--- src/rtl/friscv_axi_rsp_ordering_pkg.sv ---
// Shared width helpers and table-entry type for the AXI response ordering guard.
// The FRISCV_RSP_HAZARD_EN macro selects hazard tracking in the users of this package.
package friscv_axi_rsp_ordering_pkg;

  function automatic int addr_lsb(input int block_w);
    return $clog2(block_w / 8);
  endfunction

  function automatic int tag_width(input int addr_w, input int block_w);
    return addr_w - addr_lsb(block_w);
  endfunction

  localparam int DEF_ADDR_W  = 32;
  localparam int DEF_BLOCK_W = 128;
  localparam int DEF_TAG_W   = tag_width(DEF_ADDR_W, DEF_BLOCK_W);

  // Table entry at the default address/block geometry.
  typedef struct packed {
    logic                 valid;
    logic [DEF_TAG_W-1:0] tag;
  } tag_entry_t;

endpackage

--- src/rtl/friscv_tag_fifo.sv ---
// Circular tracking FIFO of block tags with sticky overflow/underflow and a seek port.
// Tag storage and the seek compare exist only when FRISCV_RSP_HAZARD_EN is defined.
module friscv_tag_fifo
  import friscv_axi_rsp_ordering_pkg::*;
#(
  parameter int DEPTH = 8,
  parameter int TAG_W = DEF_TAG_W,
  parameter int PTR_W = $clog2(DEPTH) + 1
) (
  input  logic             clk_i,
  input  logic             rst_i,
  input  logic             push_i,
  input  logic [TAG_W-1:0] push_tag_i,
  input  logic             pull_i,
  input  logic [TAG_W-1:0] seek_tag_i,
  output logic             seek_hit_o,
  output logic             full_o,
  output logic             empty_o,
  output logic [PTR_W-1:0] count_o,
  output logic             overflow_o,
  output logic             underflow_o
);

  localparam int IDX_W = PTR_W - 1;

`ifdef FRISCV_RSP_HAZARD_EN
  typedef struct packed {
    logic             valid;
    logic [TAG_W-1:0] tag;
  } entry_t;
`else
  typedef struct packed {
    logic valid;
  } entry_t;
`endif

  entry_t           tab_q [DEPTH];
  logic [PTR_W-1:0] wr_ptr_q, rd_ptr_q;
  logic             overflow_q, underflow_q;
  logic             do_push, do_pull;

  // MSB differing with equal index bits means the writer has lapped the reader.
  assign full_o   = (wr_ptr_q[IDX_W] != rd_ptr_q[IDX_W]) &&
                    (wr_ptr_q[IDX_W-1:0] == rd_ptr_q[IDX_W-1:0]);
  assign empty_o  = (wr_ptr_q == rd_ptr_q);
  assign count_o  = wr_ptr_q - rd_ptr_q;
  assign do_push  = push_i && !full_o;
  assign do_pull  = pull_i && !empty_o;
  assign overflow_o  = overflow_q;
  assign underflow_o = underflow_q;

  always_ff @(posedge clk_i or posedge rst_i) begin
    if (rst_i) begin
      wr_ptr_q    <= '0;
      rd_ptr_q    <= '0;
      overflow_q  <= 1'b0;
      underflow_q <= 1'b0;
      for (int i = 0; i < DEPTH; i++) tab_q[i] <= '0;
    end else begin
      if (push_i && full_o) overflow_q <= 1'b1;
      if (pull_i && empty_o) underflow_q <= 1'b1;
      if (do_pull) begin
        tab_q[rd_ptr_q[IDX_W-1:0]].valid <= 1'b0;
        rd_ptr_q <= rd_ptr_q + PTR_W'(1);
      end
      if (do_push) begin
        tab_q[wr_ptr_q[IDX_W-1:0]].valid <= 1'b1;
`ifdef FRISCV_RSP_HAZARD_EN
        tab_q[wr_ptr_q[IDX_W-1:0]].tag <= push_tag_i;
`endif
        wr_ptr_q <= wr_ptr_q + PTR_W'(1);
      end
    end
  end

`ifdef FRISCV_RSP_HAZARD_EN
  // Compare against registered contents, so an entry retiring this cycle still hits.
  always_comb begin
    seek_hit_o = 1'b0;
    for (int i = 0; i < DEPTH; i++) begin
      if (tab_q[i].valid && (tab_q[i].tag == seek_tag_i)) seek_hit_o = 1'b1;
    end
  end
`else
  logic             unused_tags;
  logic [DEPTH-1:0] unused_valid;

  assign seek_hit_o  = 1'b0;
  assign unused_tags = ^{push_tag_i, seek_tag_i};
  always_comb begin
    unused_valid = '0;
    for (int i = 0; i < DEPTH; i++) unused_valid[i] = tab_q[i].valid;
  end
`endif

endmodule

--- src/rtl/friscv_axi_rsp_ordering.sv ---
// Responder-side AXI4 ordering guard: tracks outstanding writes/reads per block and gates AW/AR.
// Define FRISCV_RSP_HAZARD_EN to gate on read/write block hazards; otherwise only on full.
module friscv_axi_rsp_ordering
  import friscv_axi_rsp_ordering_pkg::*;
#(
  parameter int MAX_OR      = 8,
  parameter int AXI_ADDR_W  = 32,
  parameter int MEM_BLOCK_W = 128,
  parameter int CNT_W       = $clog2(MAX_OR) + 1
) (
  input  logic                  aclk,
  input  logic                  arst,
  input  logic                  awvalid,
  input  logic                  awready,
  input  logic [AXI_ADDR_W-1:0] awaddr,
  input  logic                  arvalid,
  input  logic                  arready,
  input  logic [AXI_ADDR_W-1:0] araddr,
  input  logic                  bvalid,
  input  logic                  bready,
  input  logic                  rvalid,
  input  logic                  rready,
  input  logic                  rlast,
  output logic                  aw_grant,
  output logic                  ar_grant,
  output logic [CNT_W-1:0]      wr_or_cnt,
  output logic [CNT_W-1:0]      rd_or_cnt,
  output logic                  pending_wr,
  output logic                  pending_rd,
  output logic                  err
);

  localparam int ADDR_LSB = addr_lsb(MEM_BLOCK_W);
  localparam int TAG_W    = tag_width(AXI_ADDR_W, MEM_BLOCK_W);

  // A handshake is valid&ready on the slave side of the gate; R retires only on its last beat.
  logic             wr_push, wr_pull, rd_push, rd_pull;
  logic             wr_full, rd_full, wr_empty, rd_empty;
  logic             wr_ovf, wr_udf, rd_ovf, rd_udf;
  logic             war_hit, raw_hit;
  logic [TAG_W-1:0] aw_tag, ar_tag;
  logic             unused_addr_lsb;

  assign wr_push = awvalid && awready;
  assign wr_pull = bvalid && bready;
  assign rd_push = arvalid && arready;
  assign rd_pull = rvalid && rready && rlast;
  assign aw_tag  = awaddr[AXI_ADDR_W-1:ADDR_LSB];
  assign ar_tag  = araddr[AXI_ADDR_W-1:ADDR_LSB];
  assign unused_addr_lsb = ^{awaddr[ADDR_LSB-1:0], araddr[ADDR_LSB-1:0]};

  friscv_tag_fifo #(.DEPTH(MAX_OR), .TAG_W(TAG_W), .PTR_W(CNT_W)) u_wr_tab (
    .clk_i       (aclk),
    .rst_i       (arst),
    .push_i      (wr_push),
    .push_tag_i  (aw_tag),
    .pull_i      (wr_pull),
    .seek_tag_i  (ar_tag),
    .seek_hit_o  (raw_hit),
    .full_o      (wr_full),
    .empty_o     (wr_empty),
    .count_o     (wr_or_cnt),
    .overflow_o  (wr_ovf),
    .underflow_o (wr_udf)
  );

  friscv_tag_fifo #(.DEPTH(MAX_OR), .TAG_W(TAG_W), .PTR_W(CNT_W)) u_rd_tab (
    .clk_i       (aclk),
    .rst_i       (arst),
    .push_i      (rd_push),
    .push_tag_i  (ar_tag),
    .pull_i      (rd_pull),
    .seek_tag_i  (aw_tag),
    .seek_hit_o  (war_hit),
    .full_o      (rd_full),
    .empty_o     (rd_empty),
    .count_o     (rd_or_cnt),
    .overflow_o  (rd_ovf),
    .underflow_o (rd_udf)
  );

  assign aw_grant   = !wr_full && !war_hit;
  assign ar_grant   = !rd_full && !raw_hit;
  assign pending_wr = !wr_empty;
  assign pending_rd = !rd_empty;
  assign err        = wr_ovf || wr_udf || rd_ovf || rd_udf;

endmodule

--- config.mk ---
export PLATFORM = sky130hd
export DESIGN_NAME = friscv_axi_rsp_ordering
export DESIGN_NICKNAME = d
export VERILOG_FILES = /design/src/rtl/friscv_axi_rsp_ordering_pkg.sv /design/src/rtl/friscv_tag_fifo.sv /design/src/rtl/friscv_axi_rsp_ordering.sv
export SDC_FILE = /design/constraint.sdc
export NUM_CORES = 1
export LEC_CHECK = 0
export BUFFER_PORTS_ARGS = -buffer_cell sky130_fd_sc_hd__buf_2
export CAP_MARGIN = 25
export CELL_PAD_IN_SITES_DETAIL_PLACEMENT = 1
export CELL_PAD_IN_SITES_GLOBAL_PLACEMENT = 1
export CORE_MARGIN = 1
export CORE_UTILIZATION = 28
export DETAILED_ROUTE_END_ITERATION = 12
export PLACE_DENSITY = 0.82
export SLEW_MARGIN = 20
export SYNTH_ARGS = -nofsm -noshare
export SYNTH_HDL_FRONTEND = slang
export SYNTH_HIERARCHICAL = 1
export SYNTH_SLANG_ARGS = --single-unit
--- constraint.sdc ---
create_clock -name aclk -period 2.38 [get_ports aclk]
set_clock_uncertainty 0.2 [all_clocks]
set_input_delay 0.476 -clock aclk [delete_from_list [all_inputs] [get_ports aclk]]
set_output_delay 0.476 -clock aclk [all_outputs]
set_load 0.03 [all_outputs]
==> results.json, run 1 <==
{
  "antenna_found_initial": 0,
  "hold_viol_final": 0,
  "period_minus_slack_ns": 2.32,
  "place_area_mm2": 0.00140,
  "cts.path.max_buffers": 2,
  "place_congestion": 0.716,
  "vias_per_cell": 4.31,
  "postCtsHoldBufs": 0,
  "ys.warnings.count": 6,
  "worstPathRequired_ns": 1.70,
  "place_hpwl_mm": 2.03,
  "layout-drive-gt1-share_pct": 34.2,
  "synth.largest_area_cell": "dfrtp_1",
  "grt_pass1_vias": 926,
  "mappedNetlistNets": 206,
  "arrival_ns": 1.64,
  "rsz0062_at_grt": "true",
  "most-common-layout-cells": "inv_1 (22), buf_2 (19), dfrtp_1 (18)",
  "cts_sinks": 20,
  "gr-total-overflow": 0,
  "grt_max_degree": 11,
  "outcome": "finished, final reports clean",
  "grt.total_usage_pct": 12.6,
  "p_leak_nw": 0.777,
  "r2r_setup_slack_ns": 0.52,
  "ys_seq_area_share_pct": 41.0,
  "tns_ns": 0,
  "fp.dieH_um": 68.0,
  "min_path_type": "input pin to async pin",
  "io_pins": 88,
  "final_common_cell": "inv_1",
  "finalCritPeriodShare_pct": 97.4,
  "num_rows": 23,
  "finalNetCount": 238,
  "setup_violations": 0,
  "syn_area_mm2": 0.00122,
  "fill_cells": 484,
  "vdd_drop_max_mv": 0.667,
  "insertion_delay_ns": 0.26,
  "drtIter0Drc": 7,
  "routedWlPerCell_um": 12.7,
  "worstPathMaxFanout": 4,
  "root_buffer": "clkbuf_8",
  "route.detailed.drc": 0,
  "ant_nets": 0,
  "synth_top_area_share_pct": 41.0,
  "fp.dieW_um": 68.0,
  "worstSetupPathType": "flip-flop to output port",
  "synth.distinct_cells": 18,
  "p_per_area_mw_per_mm2": 1960,
  "p_total_mw": 2.99,
  "end_kind": "output port",
  "port_buffers": 23,
  "maxCapViolations": 0,
  "cts_max_level": 1,
  "cts_buffers": 3,
  "die_area_mm2": 0.00463,
  "multiInputGateArea_um2": 663,
  "initial_utilization_pct": 29.9,
  "path_clk_slew_ns": 0.08,
  "seqCellArea_um2": 503,
  "area_growth_pct": 25.0,
  "grt_pass1_wl_mm": 4.25,
  "start_kind": "flip-flop",
  "synth_seq_cells": 20,
  "fmax_ghz": 0.431,
  "synth_area_leaders": "dfrtp_1 (41%), ha_1 (10%), xnor2_1 (8.6%)",
  "num_vias": 858,
  "core_area_mm2": 0.00409,
  "cts_tree": "yes",
  "wirelength_mm": 2.54,
  "drv_slew": 0,
  "antennaDiodeCount": 0,
  "dr.pass1.iters": 2,
  "synth_cells": 119,
  "final_area_mm2": 0.00153,
  "synth_area_per_cell_um2": 10.3
}
path summary, 6_finish.rpt:
path	to	cells past startpoint	start
min in group aclk	u_rd_tab/underflow_o	1	u_rd_tab/underflow_o
max	rd_or_cnt[1]	4	u_rd_tab/rd_ptr_q[0]
min	u_wr_tab/wr_ptr_q[0]	2	arst
min reg2reg	u_rd_tab/underflow_o	1	u_rd_tab/underflow_o
max in group asynchronous	u_rd_tab/rd_ptr_q[1]	2	arst
max reg2reg	u_wr_tab/rd_ptr_q[1]	5	u_wr_tab/rd_ptr_q[2]
layer usage:
metal	global-route usage [%]	routed length [µm]	share of wire [%]
met5	0	0	0
met4	5.47	32	1.3
met3	1.00	41	1.6
met2	21.2	1240	49
met1	16.3	1220	48
metrics by stage:
step                util, %  std cells  setup WS, ns  hold WS, ns
finish                 37.4        199        0.0611     0.000418
global route           37.4        199       -0.0307       0.0304
CTS                    36.0        198       0.00464       0.0123
detailed placement     34.2        192         0.182        0.244
global placement       34.2        192         0.213        0.235
floorplan                 -        119         0.160        0.116
timing repair:
item | in CTS | in global routing
setup endpoints to repair | 3 | 7
cloned | 0 | 0
gates resized for setup | 4 | 11
setup buffers | 3 | 1
flip-flops by register name, summed over array words and instances, names as in the netlist:
signal	count
u_rd_tab/rd_ptr_q	4
u_rd_tab/wr_ptr_q	4
u_wr_tab/rd_ptr_q	4
u_rd_tab/overflow_o	1
u_wr_tab/wr_ptr_q	4
u_rd_tab/underflow_o	1
u_wr_tab/underflow_o	1
u_wr_tab/overflow_o	1
critical path, cell delays in order, from the launching register on:
cell and delay (ns):
dfrtp_1 0.44, ha_1 0.23, fa_2 0.52, inv_1 0.03, buf_2 0.16
cells in the mapped netlist:
cell type	count
and3_1	1
nand3_2	2
fa_1	2
ha_1	10
conb_1	2
a21o_1	6
dfrtp_1	20
nand3_1	4
xnor2_1	12
mux2_4	4
and2_1	3
buf_4	2
or4_1	1
inv_1	22
nor2_1	14
a21oi_1	2
o21ai_2	4
xor2_1	8
logic make-up after synthesis:
kind of cell / Yosys count / synth area share, %
AND/OR/NAND/NOR: 25 / 10.2
buffers and inverters: 24 / 7.99
multiplexers: 4 / 4.92
other: 2 / 0.615
flip-flops: 20 / 41.0
AO/OA/AOI/OAI: 12 / 7.38
adder cells (fa/ha/maj): 12 / 13.5
XOR/XNOR: 20 / 14.3
cell type report:
type | count | share of cell area [%]
Timing Repair Buffer | 29 | 11.4
Clock buffer | 3 | 2.70
Multi-Input combinational cell | 75 | 43.4
Tap cell | 50 | 4.10
Inverter | 22 | 5.41
Sequential cell | 20 | 33.0
where the power goes:
group	switching (mW)	internal, mW	leakage [nW]
logic	1.23	0.867	0.520
registers	0.160	0.517	0.235
clock network	0.110	0.113	0.0216
total	1.50	1.50	0.777
Power figures use the tool's default switching activity.
==> inputs of run 2 (changes only) <==
--- a/config.mk
+++ b/config.mk
@@ -10,9 +10,9 @@
 export CELL_PAD_IN_SITES_DETAIL_PLACEMENT = 1
 export CELL_PAD_IN_SITES_GLOBAL_PLACEMENT = 1
+export CORE_ASPECT_RATIO = 1.2
 export CORE_MARGIN = 1
 export CORE_UTILIZATION = 28
 export DETAILED_ROUTE_END_ITERATION = 12
 export PLACE_DENSITY = 0.82
-export SLEW_MARGIN = 20
 export SYNTH_ARGS = -nofsm -noshare
 export SYNTH_HDL_FRONTEND = slang
==> constraint.sdc (replaced) <==
create_clock -name aclk -period 2.38 [get_ports aclk]
set_clock_uncertainty 0.2 [all_clocks]
set_input_delay 0.119 -clock aclk [delete_from_list [all_inputs] [get_ports aclk]]
set_output_delay 0.119 -clock aclk [all_outputs]
set_load 0.03 [all_outputs]
==> results.json, run 2 (synthesized netlist as in run 1, its figures left out) <==
{
  "end_kind": "output port",
  "p_sw_mw": 1.41,
  "fmax_ghz": 0.473,
  "antennaDiodeCount": 0,
  "grt_pass1_wl_mm": 4.16,
  "area_growth_pct": 17.9,
  "layoutNonFillerInstCount": 198,
  "final_area_mm2": 0.00144,
  "place_area_mm2": 0.00139,
  "use_met2_pct": 20.6,
  "seqCellArea_um2": 500,
  "drtIter0Drc": 9,
  "wirelength_mm": 2.30,
  "insertion_delay_ns": 0.25,
  "layout-drive-gt1-share_pct": 25.0,
  "finalNetCount": 233,
  "rsz0062_at_grt": "false",
  "setup_violations": 0,
  "io_pins": 88,
  "drv_slew": 0,
  "finalCritPeriodShare_pct": 88.9,
  "num_rows": 25,
  "cts_sinks": 20,
  "cts_max_level": 1,
  "grt_max_degree": 11,
  "ant_nets": 0,
  "p_total_mw": 2.71,
  "multiInputGateArea_um2": 623,
  "cts_tree": "yes",
  "antenna_found_initial": 0,
  "start_kind": "flip-flop",
  "reg2reg_from": "u_rd_tab/rd_ptr_q[1]",
  "hold_slack_ns": 0.0239,
  "dp_slack_ns": 0.505,
  "vdd_drop_max_mv": 1.31,
  "fill_cells": 497,
  "worstSetupPathType": "flip-flop to output port",
  "core_area_mm2": 0.00407,
  "dr.pass1.iters": 3,
  "hold_viol_final": 0,
  "port_buffers": 23,
  "initial_utilization_pct": 30.0,
  "cts_buffers": 3,
  "p_leak_nw": 0.750,
  "p_sw_share_pct": 52.1,
  "cts.path.max_buffers": 2,
  "clockPowerShare_pct": 8.1,
  "place_congestion": 0.747,
  "utilization_pct": 35.4,
  "outcome": "finished, final reports clean",
  "num_vias": 853,
  "grt_pass1_vias": 938,
  "most-common-layout-cells": "buf_2 (23), inv_1 (22), dfrtp_1 (20)",
  "route.detailed.drc": 0,
  "fp.dieH_um": 74.3,
  "met1_usage_pct": 13.5,
  "busiest_layer": "met2",
  "worstPathRequired_ns": 2.06,
  "dp.cells": 194,
  "use_met3_pct": 3.07,
  "worstPathMaxFanout": 5,
  "grt.total_usage_pct": 11.5,
  "p_int_mw": 1.30,
  "vias_per_cell": 4.31,
  "p_seq_share_pct": 26.5,
  "cts_resized": 0,
  "final_common_cell": "buf_2",
  "crit_start": "u_rd_tab/rd_ptr_q[1]",
  "period_minus_slack_ns": 2.12,
  "setup_slack_ns": 0.265,
  "arrival_ns": 1.80,
  "gr-total-overflow": 0,
  "fp.dieW_um": 62.3,
  "root_buffer": "clkbuf_8",
  "p_per_area_mw_per_mm2": 1880,
  "tns_ns": 0,
  "path_clk_slew_ns": 0.07,
  "pwr-share-comb_pct": 65.4,
  "maxCapViolations": 0,
  "die_area_mm2": 0.00463,
  "routedWlPerCell_um": 11.6,
  "hold_start": "bready",
  "min_path_type": "input pin to flip-flop",
  "place_hpwl_mm": 1.92
}
==> run 2: cell count changes in the layout (fill, tap and decap cells not counted), moves of 2 or more <==
cell     change
nor2_2       -2
buf_4        -9
ha_4         -2
buf_2        +4
a21oi_1      +2
dfrtp_2      -2
nor2_1       +2
ha_1         +2
dfrtp_1      +2
a21oi_2      -2
==> run 2: repair_timing <==
item                                   in CTS  in global routing
hold buffers                                1                  0
setup buffers                               0                  0
endpoints found under the hold margin      20                  0
==> run 2: per-layer routing <==
layer	routed length [µm]	vias up
met5	0	-
met1	1030	408
met4	11	0
li1	-	418
met2	1140	25
met3	123	2
==> run 2: layout make-up <==
type / count / area share [%]
Multi-Input combinational cell: 75 / 43.3
Sequential cell: 20 / 34.8
Timing Repair Buffer: 24 / 8.69
Inverter: 22 / 5.73
Tap cell: 54 / 4.69
Clock buffer: 3 / 2.87
==> run 2: power by group through the flow <==
| stage | registers (mW) | clock network, mW | logic (mW) |
|---|---|---|---|
| 2_1_floorplan | 0.663 | 0 | 1.41 |
| 3_3_place_gp | 0.713 | 0 | 1.74 |
| 3_5_place_dp | 0.730 | 0 | 1.79 |
| 4_1_cts | 0.725 | 0.228 | 1.80 |
| 5_1_grt | 0.753 | 0.240 | 1.95 |
| 6_report | 0.719 | 0.221 | 1.77 |
==> run 2: worst max-delay path, stage by stage (launching register included) <==
cell	delay, ns
dfrtp_1	0.45
inv_1	0.07
ha_1	0.30
a21o_1	0.19
a21oi_1	0.17
xnor2_1	0.14
buf_2	0.22
==> run 2: worst paths after layout <==
path,slack [ns],to,depth (start not counted)
setup / recovery,0.26,rd_or_cnt[3],6
max in group asynchronous,1.49,u_rd_tab/overflow_o,3
hold / removal,0.02,u_wr_tab/underflow_o,3
setup reg to reg,0.51,u_rd_tab/wr_ptr_q[1],5
min in group asynchronous,0.19,u_wr_tab/rd_ptr_q[0],3
hold reg to reg,0.25,u_wr_tab/underflow_o,1
